`config.mk`:
```
export PLATFORM = sky130hd
export DESIGN_NAME = pcie_tx_arb_flat
export DESIGN_NICKNAME = d
export VERILOG_FILES = /design/src/rtl/pcie_tx_arb_pkg.sv /design/src/rtl/pcie_tx_arb_if.sv /design/src/rtl/pcie_tx_mux.sv /design/src/rtl/pcie_tx_arb.sv /design/src/flat_wrapper.sv
export SDC_FILE = /design/constraint.sdc
export NUM_CORES = 1
export LEC_CHECK = 0
export CAP_MARGIN = 20
export CORE_AREA = 4 4 198 200
export CTS_CLUSTER_SIZE = 12
export DETAILED_ROUTE_END_ITERATION = 16
export DIE_AREA = 0 0 202 204
export PLACE_DENSITY = 0.42
export SLEW_MARGIN = 25
export SYNTH_ARGS = -nofsm -noshare
export SYNTH_HDL_FRONTEND = slang
export SYNTH_SLANG_ARGS = --single-unit
export TNS_END_PERCENT = 1
```
`constraint.sdc`:
```
create_clock -name clk -period 4.1 [get_ports clk]
set_input_delay 0.615 -clock clk [delete_from_list [all_inputs] [get_ports clk]]
set_output_delay 0.615 -clock clk [all_outputs]
set_load 0.005 [all_outputs]
```
`src/rtl/pcie_tx_arb_pkg.sv`:
```
// Shared types and constants for the PCIe TX arbiter slice.
package pcie_tx_arb_pkg;

    localparam int unsigned CNT_W    = 32;
    localparam int unsigned NUM_SRC  = 2;
    localparam int unsigned SRC_CMPL = 0;
    localparam int unsigned SRC_DMA  = 1;

    typedef enum logic [1:0] {
        ST_IDLE = 2'd0,
        ST_GNT0 = 2'd1,
        ST_GNT1 = 2'd2
    } arb_state_e;

    // Per-beat sideband carried alongside tdata/tkeep
    typedef struct packed {
        logic tlast;
        logic tvalid;
        logic tsrc_dsc;
    } tx_ctl_t;

endpackage

```
`src/rtl/pcie_tx_arb_if.sv`:
```
// Source-side and core-side AXI-stream TX signals of the arbiter.
interface pcie_tx_arb_if #(
    parameter int unsigned C_DATA_WIDTH = 128,
    parameter int unsigned KEEP_WIDTH   = C_DATA_WIDTH / 8
);
    logic                    src0_req;
    logic                    src0_ack;
    logic                    src0_other_req;
    logic [C_DATA_WIDTH-1:0] src0_tdata;
    logic [KEEP_WIDTH-1:0]   src0_tkeep;
    logic                    src0_tlast;
    logic                    src0_tvalid;
    logic                    src0_tsrc_dsc;
    logic                    src0_tready;

    logic                    src1_req;
    logic                    src1_ack;
    logic                    src1_other_req;
    logic [C_DATA_WIDTH-1:0] src1_tdata;
    logic [KEEP_WIDTH-1:0]   src1_tkeep;
    logic                    src1_tlast;
    logic                    src1_tvalid;
    logic                    src1_tsrc_dsc;
    logic                    src1_tready;

    logic [C_DATA_WIDTH-1:0] s_axis_tx_tdata;
    logic [KEEP_WIDTH-1:0]   s_axis_tx_tkeep;
    logic                    s_axis_tx_tlast;
    logic                    s_axis_tx_tvalid;
    logic                    tx_src_dsc;
    logic                    s_axis_tx_tready;

    // Arbiter side
    modport slave (
        input  src0_req, src0_tdata, src0_tkeep, src0_tlast, src0_tvalid, src0_tsrc_dsc,
        input  src1_req, src1_tdata, src1_tkeep, src1_tlast, src1_tvalid, src1_tsrc_dsc,
        input  s_axis_tx_tready,
        output src0_ack, src0_other_req, src0_tready,
        output src1_ack, src1_other_req, src1_tready,
        output s_axis_tx_tdata, s_axis_tx_tkeep, s_axis_tx_tlast, s_axis_tx_tvalid, tx_src_dsc
    );

    // Sources plus core side
    modport master (
        output src0_req, src0_tdata, src0_tkeep, src0_tlast, src0_tvalid, src0_tsrc_dsc,
        output src1_req, src1_tdata, src1_tkeep, src1_tlast, src1_tvalid, src1_tsrc_dsc,
        output s_axis_tx_tready,
        input  src0_ack, src0_other_req, src0_tready,
        input  src1_ack, src1_other_req, src1_tready,
        input  s_axis_tx_tdata, s_axis_tx_tkeep, s_axis_tx_tlast, s_axis_tx_tvalid, tx_src_dsc
    );
endinterface

```
`src/rtl/pcie_tx_mux.sv`:
```
// Combinational data/tready steering between the two TX sources and the core.
module pcie_tx_mux
    import pcie_tx_arb_pkg::*;
#(
    parameter int unsigned C_DATA_WIDTH = 128,
    parameter int unsigned KEEP_WIDTH   = C_DATA_WIDTH / 8
) (
    input  logic                    sel0,
    input  logic                    sel1,
    input  logic [C_DATA_WIDTH-1:0] src0_tdata,
    input  logic [KEEP_WIDTH-1:0]   src0_tkeep,
    input  tx_ctl_t                 src0_ctl,
    input  logic [C_DATA_WIDTH-1:0] src1_tdata,
    input  logic [KEEP_WIDTH-1:0]   src1_tkeep,
    input  tx_ctl_t                 src1_ctl,
    input  logic                    core_tready,
    output logic [C_DATA_WIDTH-1:0] tx_tdata,
    output logic [KEEP_WIDTH-1:0]   tx_tkeep,
    output tx_ctl_t                 tx_ctl,
    output logic                    src0_tready,
    output logic                    src1_tready
);

    // Nothing reaches the core unless a source holds the grant
    always_comb begin
        tx_tdata    = '0;
        tx_tkeep    = '0;
        tx_ctl      = '0;
        src0_tready = 1'b0;
        src1_tready = 1'b0;
        if (sel0) begin
            tx_tdata    = src0_tdata;
            tx_tkeep    = src0_tkeep;
            tx_ctl      = src0_ctl;
            src0_tready = core_tready;
        end else if (sel1) begin
            tx_tdata    = src1_tdata;
            tx_tkeep    = src1_tkeep;
            tx_ctl      = src1_ctl;
            src1_tready = core_tready;
        end
    end

endmodule

```
`src/rtl/pcie_tx_arb.sv`:
```
// Two-source TX link arbiter: round-robin on ties, packet-atomic grants, IDLE gap between grants.
module pcie_tx_arb
    import pcie_tx_arb_pkg::*;
#(
    parameter int unsigned C_DATA_WIDTH = 128,
    parameter int unsigned KEEP_WIDTH   = C_DATA_WIDTH / 8
) (
    input  logic             clk,
    input  logic             sys_rst,
    pcie_tx_arb_if.slave     bus,
    output logic [CNT_W-1:0] grant_cnt0,
    output logic [CNT_W-1:0] grant_cnt1
);

    arb_state_e              state, state_nxt;
    logic                    last_gnt;
    logic                    in_pkt, in_pkt_nxt;
    logic                    beat_c;
    logic                    sel0_c, sel1_c;
    tx_ctl_t                 src0_ctl, src1_ctl, tx_ctl;
    logic [C_DATA_WIDTH-1:0] tx_tdata;
    logic [KEEP_WIDTH-1:0]   tx_tkeep;
    logic                    src0_tready, src1_tready;

    assign src0_ctl = '{tlast: bus.src0_tlast, tvalid: bus.src0_tvalid, tsrc_dsc: bus.src0_tsrc_dsc};
    assign src1_ctl = '{tlast: bus.src1_tlast, tvalid: bus.src1_tvalid, tsrc_dsc: bus.src1_tsrc_dsc};

    pcie_tx_mux #(
        .C_DATA_WIDTH (C_DATA_WIDTH),
        .KEEP_WIDTH   (KEEP_WIDTH)
    ) u_mux (
        .sel0        (sel0_c),
        .sel1        (sel1_c),
        .src0_tdata  (bus.src0_tdata),
        .src0_tkeep  (bus.src0_tkeep),
        .src0_ctl    (src0_ctl),
        .src1_tdata  (bus.src1_tdata),
        .src1_tkeep  (bus.src1_tkeep),
        .src1_ctl    (src1_ctl),
        .core_tready (bus.s_axis_tx_tready),
        .tx_tdata    (tx_tdata),
        .tx_tkeep    (tx_tkeep),
        .tx_ctl      (tx_ctl),
        .src0_tready (src0_tready),
        .src1_tready (src1_tready)
    );

    assign bus.s_axis_tx_tdata  = tx_tdata;
    assign bus.s_axis_tx_tkeep  = tx_tkeep;
    assign bus.s_axis_tx_tlast  = tx_ctl.tlast;
    assign bus.s_axis_tx_tvalid = tx_ctl.tvalid;
    assign bus.tx_src_dsc       = tx_ctl.tsrc_dsc;
    assign bus.src0_tready      = src0_tready;
    assign bus.src1_tready      = src1_tready;

    assign beat_c = tx_ctl.tvalid & bus.s_axis_tx_tready;

    always_ff @(posedge clk or posedge sys_rst) begin
        if (sys_rst) state <= ST_IDLE;
        else         state <= state_nxt;
    end

    // Release only once the packet boundary is reached, counting this cycle's beat
    always_comb begin
        state_nxt  = state;
        in_pkt_nxt = beat_c ? ~tx_ctl.tlast : in_pkt;
        case (state)
            ST_IDLE: begin
                if (bus.src0_req && bus.src1_req) state_nxt = last_gnt ? ST_GNT0 : ST_GNT1;
                else if (bus.src0_req)            state_nxt = ST_GNT0;
                else if (bus.src1_req)            state_nxt = ST_GNT1;
            end
            ST_GNT0: if (!bus.src0_req && !in_pkt_nxt) state_nxt = ST_IDLE;
            ST_GNT1: if (!bus.src1_req && !in_pkt_nxt) state_nxt = ST_IDLE;
            default: state_nxt = ST_IDLE;
        endcase
    end

    always_comb begin
        sel0_c = 1'b0;
        sel1_c = 1'b0;
        case (state)
            ST_GNT0: sel0_c = 1'b1;
            ST_GNT1: sel1_c = 1'b1;
            default: ;
        endcase
    end

    always_ff @(posedge clk or posedge sys_rst) begin
        if (sys_rst) begin
            in_pkt             <= 1'b0;
            last_gnt           <= 1'b1;
            bus.src0_ack       <= 1'b0;
            bus.src1_ack       <= 1'b0;
            bus.src0_other_req <= 1'b0;
            bus.src1_other_req <= 1'b0;
        end else begin
            in_pkt             <= in_pkt_nxt;
            bus.src0_ack       <= (state_nxt == ST_GNT0);
            bus.src1_ack       <= (state_nxt == ST_GNT1);
            bus.src0_other_req <= bus.src1_req;
            bus.src1_other_req <= bus.src0_req;
            if (state == ST_IDLE && state_nxt == ST_GNT0) last_gnt <= 1'b0;
            if (state == ST_IDLE && state_nxt == ST_GNT1) last_gnt <= 1'b1;
        end
    end

    always_ff @(posedge clk or posedge sys_rst) begin
        if (sys_rst) begin
            grant_cnt0 <= '0;
            grant_cnt1 <= '0;
        end else if (state == ST_IDLE) begin
            if (state_nxt == ST_GNT0) grant_cnt0 <= grant_cnt0 + CNT_W'(1);
            if (state_nxt == ST_GNT1) grant_cnt1 <= grant_cnt1 + CNT_W'(1);
        end
    end

endmodule

```
`src/flat_wrapper.sv`:
```
// flat-port wrapper written by rule: the top's interface ports become plain ports
module pcie_tx_arb_flat import pcie_tx_arb_pkg::*;
#(
    parameter int unsigned C_DATA_WIDTH = 128,
    parameter int unsigned KEEP_WIDTH   = C_DATA_WIDTH / 8
)
  (clk, sys_rst, grant_cnt0, grant_cnt1, bus_src0_req, bus_src0_tdata, bus_src0_tkeep, bus_src0_tlast, bus_src0_tvalid, bus_src0_tsrc_dsc, bus_src1_req, bus_src1_tdata, bus_src1_tkeep, bus_src1_tlast, bus_src1_tvalid, bus_src1_tsrc_dsc, bus_s_axis_tx_tready, bus_src0_ack, bus_src0_other_req, bus_src0_tready, bus_src1_ack, bus_src1_other_req, bus_src1_tready, bus_s_axis_tx_tdata, bus_s_axis_tx_tkeep, bus_s_axis_tx_tlast, bus_s_axis_tx_tvalid, bus_tx_src_dsc);
  pcie_tx_arb_if #(.C_DATA_WIDTH(C_DATA_WIDTH), .KEEP_WIDTH(KEEP_WIDTH)) bus_i ();
  input  logic clk;
  input  logic sys_rst;
  output logic [CNT_W-1:0] grant_cnt0;
  output logic [CNT_W-1:0] grant_cnt1;
  input wire logic [$bits(bus_i.src0_req)-1:0] bus_src0_req;
  input wire logic [$bits(bus_i.src0_tdata)-1:0] bus_src0_tdata;
  input wire logic [$bits(bus_i.src0_tkeep)-1:0] bus_src0_tkeep;
  input wire logic [$bits(bus_i.src0_tlast)-1:0] bus_src0_tlast;
  input wire logic [$bits(bus_i.src0_tvalid)-1:0] bus_src0_tvalid;
  input wire logic [$bits(bus_i.src0_tsrc_dsc)-1:0] bus_src0_tsrc_dsc;
  input wire logic [$bits(bus_i.src1_req)-1:0] bus_src1_req;
  input wire logic [$bits(bus_i.src1_tdata)-1:0] bus_src1_tdata;
  input wire logic [$bits(bus_i.src1_tkeep)-1:0] bus_src1_tkeep;
  input wire logic [$bits(bus_i.src1_tlast)-1:0] bus_src1_tlast;
  input wire logic [$bits(bus_i.src1_tvalid)-1:0] bus_src1_tvalid;
  input wire logic [$bits(bus_i.src1_tsrc_dsc)-1:0] bus_src1_tsrc_dsc;
  input wire logic [$bits(bus_i.s_axis_tx_tready)-1:0] bus_s_axis_tx_tready;
  output wire logic [$bits(bus_i.src0_ack)-1:0] bus_src0_ack;
  output wire logic [$bits(bus_i.src0_other_req)-1:0] bus_src0_other_req;
  output wire logic [$bits(bus_i.src0_tready)-1:0] bus_src0_tready;
  output wire logic [$bits(bus_i.src1_ack)-1:0] bus_src1_ack;
  output wire logic [$bits(bus_i.src1_other_req)-1:0] bus_src1_other_req;
  output wire logic [$bits(bus_i.src1_tready)-1:0] bus_src1_tready;
  output wire logic [$bits(bus_i.s_axis_tx_tdata)-1:0] bus_s_axis_tx_tdata;
  output wire logic [$bits(bus_i.s_axis_tx_tkeep)-1:0] bus_s_axis_tx_tkeep;
  output wire logic [$bits(bus_i.s_axis_tx_tlast)-1:0] bus_s_axis_tx_tlast;
  output wire logic [$bits(bus_i.s_axis_tx_tvalid)-1:0] bus_s_axis_tx_tvalid;
  output wire logic [$bits(bus_i.tx_src_dsc)-1:0] bus_tx_src_dsc;
  assign bus_i.src0_req = bus_src0_req;
  assign bus_i.src0_tdata = bus_src0_tdata;
  assign bus_i.src0_tkeep = bus_src0_tkeep;
  assign bus_i.src0_tlast = bus_src0_tlast;
  assign bus_i.src0_tvalid = bus_src0_tvalid;
  assign bus_i.src0_tsrc_dsc = bus_src0_tsrc_dsc;
  assign bus_i.src1_req = bus_src1_req;
  assign bus_i.src1_tdata = bus_src1_tdata;
  assign bus_i.src1_tkeep = bus_src1_tkeep;
  assign bus_i.src1_tlast = bus_src1_tlast;
  assign bus_i.src1_tvalid = bus_src1_tvalid;
  assign bus_i.src1_tsrc_dsc = bus_src1_tsrc_dsc;
  assign bus_i.s_axis_tx_tready = bus_s_axis_tx_tready;
  assign bus_src0_ack = bus_i.src0_ack;
  assign bus_src0_other_req = bus_i.src0_other_req;
  assign bus_src0_tready = bus_i.src0_tready;
  assign bus_src1_ack = bus_i.src1_ack;
  assign bus_src1_other_req = bus_i.src1_other_req;
  assign bus_src1_tready = bus_i.src1_tready;
  assign bus_s_axis_tx_tdata = bus_i.s_axis_tx_tdata;
  assign bus_s_axis_tx_tkeep = bus_i.s_axis_tx_tkeep;
  assign bus_s_axis_tx_tlast = bus_i.s_axis_tx_tlast;
  assign bus_s_axis_tx_tvalid = bus_i.s_axis_tx_tvalid;
  assign bus_tx_src_dsc = bus_i.tx_src_dsc;
  pcie_tx_arb #(.C_DATA_WIDTH(C_DATA_WIDTH), .KEEP_WIDTH(KEEP_WIDTH)) u_core (.clk(clk), .sys_rst(sys_rst), .bus(bus_i), .grant_cnt0(grant_cnt0), .grant_cnt1(grant_cnt1));
endmodule
```
==> results <==
- The run finished with clean final reports.
- The initial antenna violation count is a little over 40.
- The synthesized-area fraction occupied by and/or/nand/nor cells is 17.7%.
- The CTS buffer count is 9.
- Measured along the y axis, the die boundary spans a little over 200 um.
- The switching part of the total is 35.1%.
- The actual transition at the worst max-transition pin is slightly above 0.8 ns.
- The final max-slew violation count is 0.
- The final worst-path cycle share is slightly above 80%.
- The dominant combinational cell family by area after synthesis is compound AO/OA/AOI/OAI gates.
- Dividing the synthesized area by the synthesized cell count gives 10.3 um^2.
- The H-tree was split into 3 levels.
- The ratio of total power to cell area is approximately 440 mW/mm^2.
- The largest fanout on the critical path is 26.
- The CTS clock-pin slew for the worst setup and hold paths is roughly 0.060 ns.
- The number of nets in the synthesized netlist is 762.
- The internal portion of the total power is between 3 and 4 mW.
- The worst hold path class is reg2reg.
- The I/O pin count is 516.
- The tool flagged a number of max-cap violations equal to 0.
- Port buffering added approximately 520 buffers.
- For the worst setup path, the data required time is about 3.5 ns.
- Setup violations remaining at the end of the flow were counted as 0.
- Of the total synthesized cell area, the portion taken by full adders, half adders and majority gates is 0.528%.
- The register bit total from synthesis is 72.
- Of the synthesized area, sequential elements account for about two fifths.
- Per report_power, the clock group accounts for between 15 and 20% of the total.
- The count of hold buffers inserted by post-cts repair is 0.
- The overall die area is 0.0412 mm^2.
- The dominant synthesized flop cell is dfrtp_1.
- The first global-routing pass estimated just over 50000 um of wire.
- The leakage power of the design is 4.42 nW.
- In this run the most critical hold path is launched from u_core.grant_cnt1[31].
- For this run the aggregate overflow at the end of global routing stands at 0.
- Entering global routing, the biggest net connects 78 pins.
- The minimum clock period is about 3.3 ns.
- The final count of hold timing violations was 0.
- The synthesized design contains 0 enable-type register cells.
- The final wirelength is roughly 39000 um.
- Sequential cells account for roughly a fifth of the total power.
- Setup repair after global routing left no endpoint under its margin.
- The worst setup path is captured at a primary output.
- CTS saw between 70 and 80 sinks.
- The critical path start-end classification is reg2out.
- The starting utilization of the core area is between 10% and 20%.
- The count of routing violations after the opening detailed-route iteration is between 200 and 300.
- The highest ir drop seen on vdd is 0.373 mV.
- Combinational logic burns between 60% and 70% of the power.
- The worst setup skew after layout is about 0.0094 ns.
- The share of synthesized flip-flops with an asynchronous set or reset is between 90% and 100%.
- The via count of the first global-routing pass is between 6000 and 7000.
- Summing over every cut layer, the via total after detailed routing is a little over 6000.
- The post-synth design cell area is 0.00474 mm^2.
- The library cell used most frequently in the layout, excluding fill and tap cells, is clkdlybuf4s50_1.
- The achievable clock frequency is approximately 300 MHz.
- The placer's final routability congestion estimate is around 0.85.
- The synthesized instance count is 461.
- The number of setup buffers added after CTS is 0.
- The source-to-sink clock delay at the later pin of the worst-skew pair is 0.34 ns.
- The share of post-route cells with drive strength above 1 is 5.58%.
- The number of resized instances in the post-cts repair step is 0.
- The placed instances occupy a cell area of around 0.011 mm^2.
- The final layout contains between 1000 and 1500 nets.
- The kind of start point of the critical path is a flop.
- Before antenna repair, the detailed router went through 4 iterations.
- The setup total negative slack is 0 ns.
- The total area inside the core boundary comes to ~0.037 mm^2.
- Once detailed placement completed, the half-perimeter wirelength came to about 34000 um.
- Measured against its own limit, the worst slew margin works out to a little under half.
- The total power of the final layout is about 4.7 mW.
- Data on the critical path arrives at its endpoint at 2.73 ns.
- The startpoint identified for the worst register-to-register timing path is u_core.state[1].
- Tracing the worst setup path back leads to its startpoint at u_core.state[1].
- The synthesized netlist devotes between 10% and 20% of its cell area to XOR and XNOR gates.
- Across every metal layer, demand over resource in global routing totals around 18%.
- TritonCTS built the clock tree.
- The area added between synthesis and finish is 128%.
- The die is between 200 and 250 um wide.
- The analysis attributes to net switching a power of around 1.7 mW.
- The master cell of the clock root buffer is clkbuf_16.
- The number of vias per cell after detailed routing is just over 4.
- The count of warnings emitted by yosys is 0.
- The number of buffers between clock root and the deepest sink is 2.
- The count of unique library cells instantiated by Yosys is 43.
- The post-route cell area is 0.0108 mm^2.
- Summing the areas of all compound-gate instances in the mapped netlist gives 27.9% of the synthesized area.
- Dividing the detail-routed wire length by the instance count gives approximately 26 um.
- Measured against the total synthesized area, the mux share comes to 0.686%.
- In the routed design, unresolved DRC markers number 0.
- The library cells used most frequently in the layout, excluding fill and tap cells, are clkdlybuf4s50_1, a22o_1, dfrtp_1.
- The floorplan has 71 rows.
- The residual antenna-violating net count after detailed routing is 0.
==> Yosys cell counts (3+ instances only) <==
library cell / number / area [um^2]
nand2_1: 24 / 90.1
xnor2_1: 40 / 350
nand3_1: 23 / 115
and2_1: 3 / 18.8
a21oi_1: 3 / 15.0
nor4_4: 3 / 63.8
inv_1: 8 / 30.0
buf_2: 17 / 85.1
nand4_2: 4 / 50.1
nor2_1: 17 / 63.8
xor2_1: 22 / 193
dfrtp_1: 71 / 1780
clkbuf_1: 13 / 48.8
nand4_1: 12 / 75.1
a22o_1: 146 / 1280
and3_1: 10 / 62.6
nor3_1: 10 / 50.1
==> routing by layer <==
metal | share of wire [%] | track usage, % | up-vias
li1 | - | - | 2788
met1 | 34 | 18.3 | 2880
met2 | 57 | 35.0 | 328
met3 | 6.5 | 4.84 | 75
met4 | 2.2 | 6.52 | 0
met5 | 0 | 0 | -
==> sequential cells by signal, indices dropped and copies added (netlist names) <==
register / cells
u_core.state: 2
u_core.last_gnt: 1
u_core.bus.src1_other_req: 1
u_core.grant_cnt0: 32
u_core.bus.src0_other_req: 1
u_core.bus.src0_ack: 1
u_core.in_pkt: 1
u_core.grant_cnt1: 32
u_core.bus.src1_ack: 1
==> per-stage QoR <==
| step | instances | util, % | hold WS (ns) | worst slack, ns |
|---|---|---|---|---|
| 6_report | 1493 | 29.0 | 0.472 | 0.752 |
| 3_3_place_gp | 1462 | 28.1 | 0.463 | 1.00 |
| 2_1_floorplan | 461 | - | 0.465 | 1.66 |
| 3_5_place_dp | 1462 | 28.1 | 0.465 | 1.00 |
| 5_1_grt | 1489 | 28.9 | 0.491 | 0.573 |
| 4_1_cts | 1478 | 28.9 | 0.477 | 0.609 |
==> cell families after synthesis <==
| logic type | Yosys count |
|---|---|
| buffers and inverters | 41 |
| AOI/OAI and AO/OA | 152 |
| xor gates and xnor gates | 62 |
| DFF | 72 |
| muxes | 3 |
| adders and majority gates | 2 |
| and+or+nand+nor | 129 |
==> power groups by stage <==
stage,Combinational [mW],Clock (mW),Sequential [mW]
2_1_floorplan,1.12,0,0.892
3_3_place_gp,3.10,0,0.930
3_5_place_dp,3.05,0,0.933
4_1_cts,3.08,0.810,0.921
5_1_grt,3.24,0.841,0.934
6_report,3.03,0.780,0.922
==> worst max-delay path, cell delays in order, from the launching register on <==
cell,delay (ns)
dfrtp_1,0.51
nor2b_4,0.75
buf_4,0.37
a22o_1,0.21
clkdlybuf4s50_1,0.54
==> final timing paths <==
kind,end,slack [ns],cells after the start
worst max-delay path,bus_s_axis_tx_tkeep[6],0.75,4
worst min-delay path,u_core.grant_cnt1[31],0.47,1
worst max register to register,u_core.bus.src0_ack,1.91,5
worst min register to register,u_core.grant_cnt1[31],0.47,1
max in group asynchronous,u_core.grant_cnt0[2],2.83,3
min in group asynchronous,u_core.grant_cnt1[18],0.78,3
==> layout make-up <==
class                           instances  area [um^2]
Inverter                                8         30.0
Clock buffer                           11          253
Multi-Input combinational cell        348         2780
Clock inverter                          5         38.8
Fill cell                            3993        26600
Timing Repair Buffer                  523         5260
Tap cell                              511          639
Antenna cell                           15         37.5
Sequential cell                        72         1800
(Power assumes the default switching activity.)
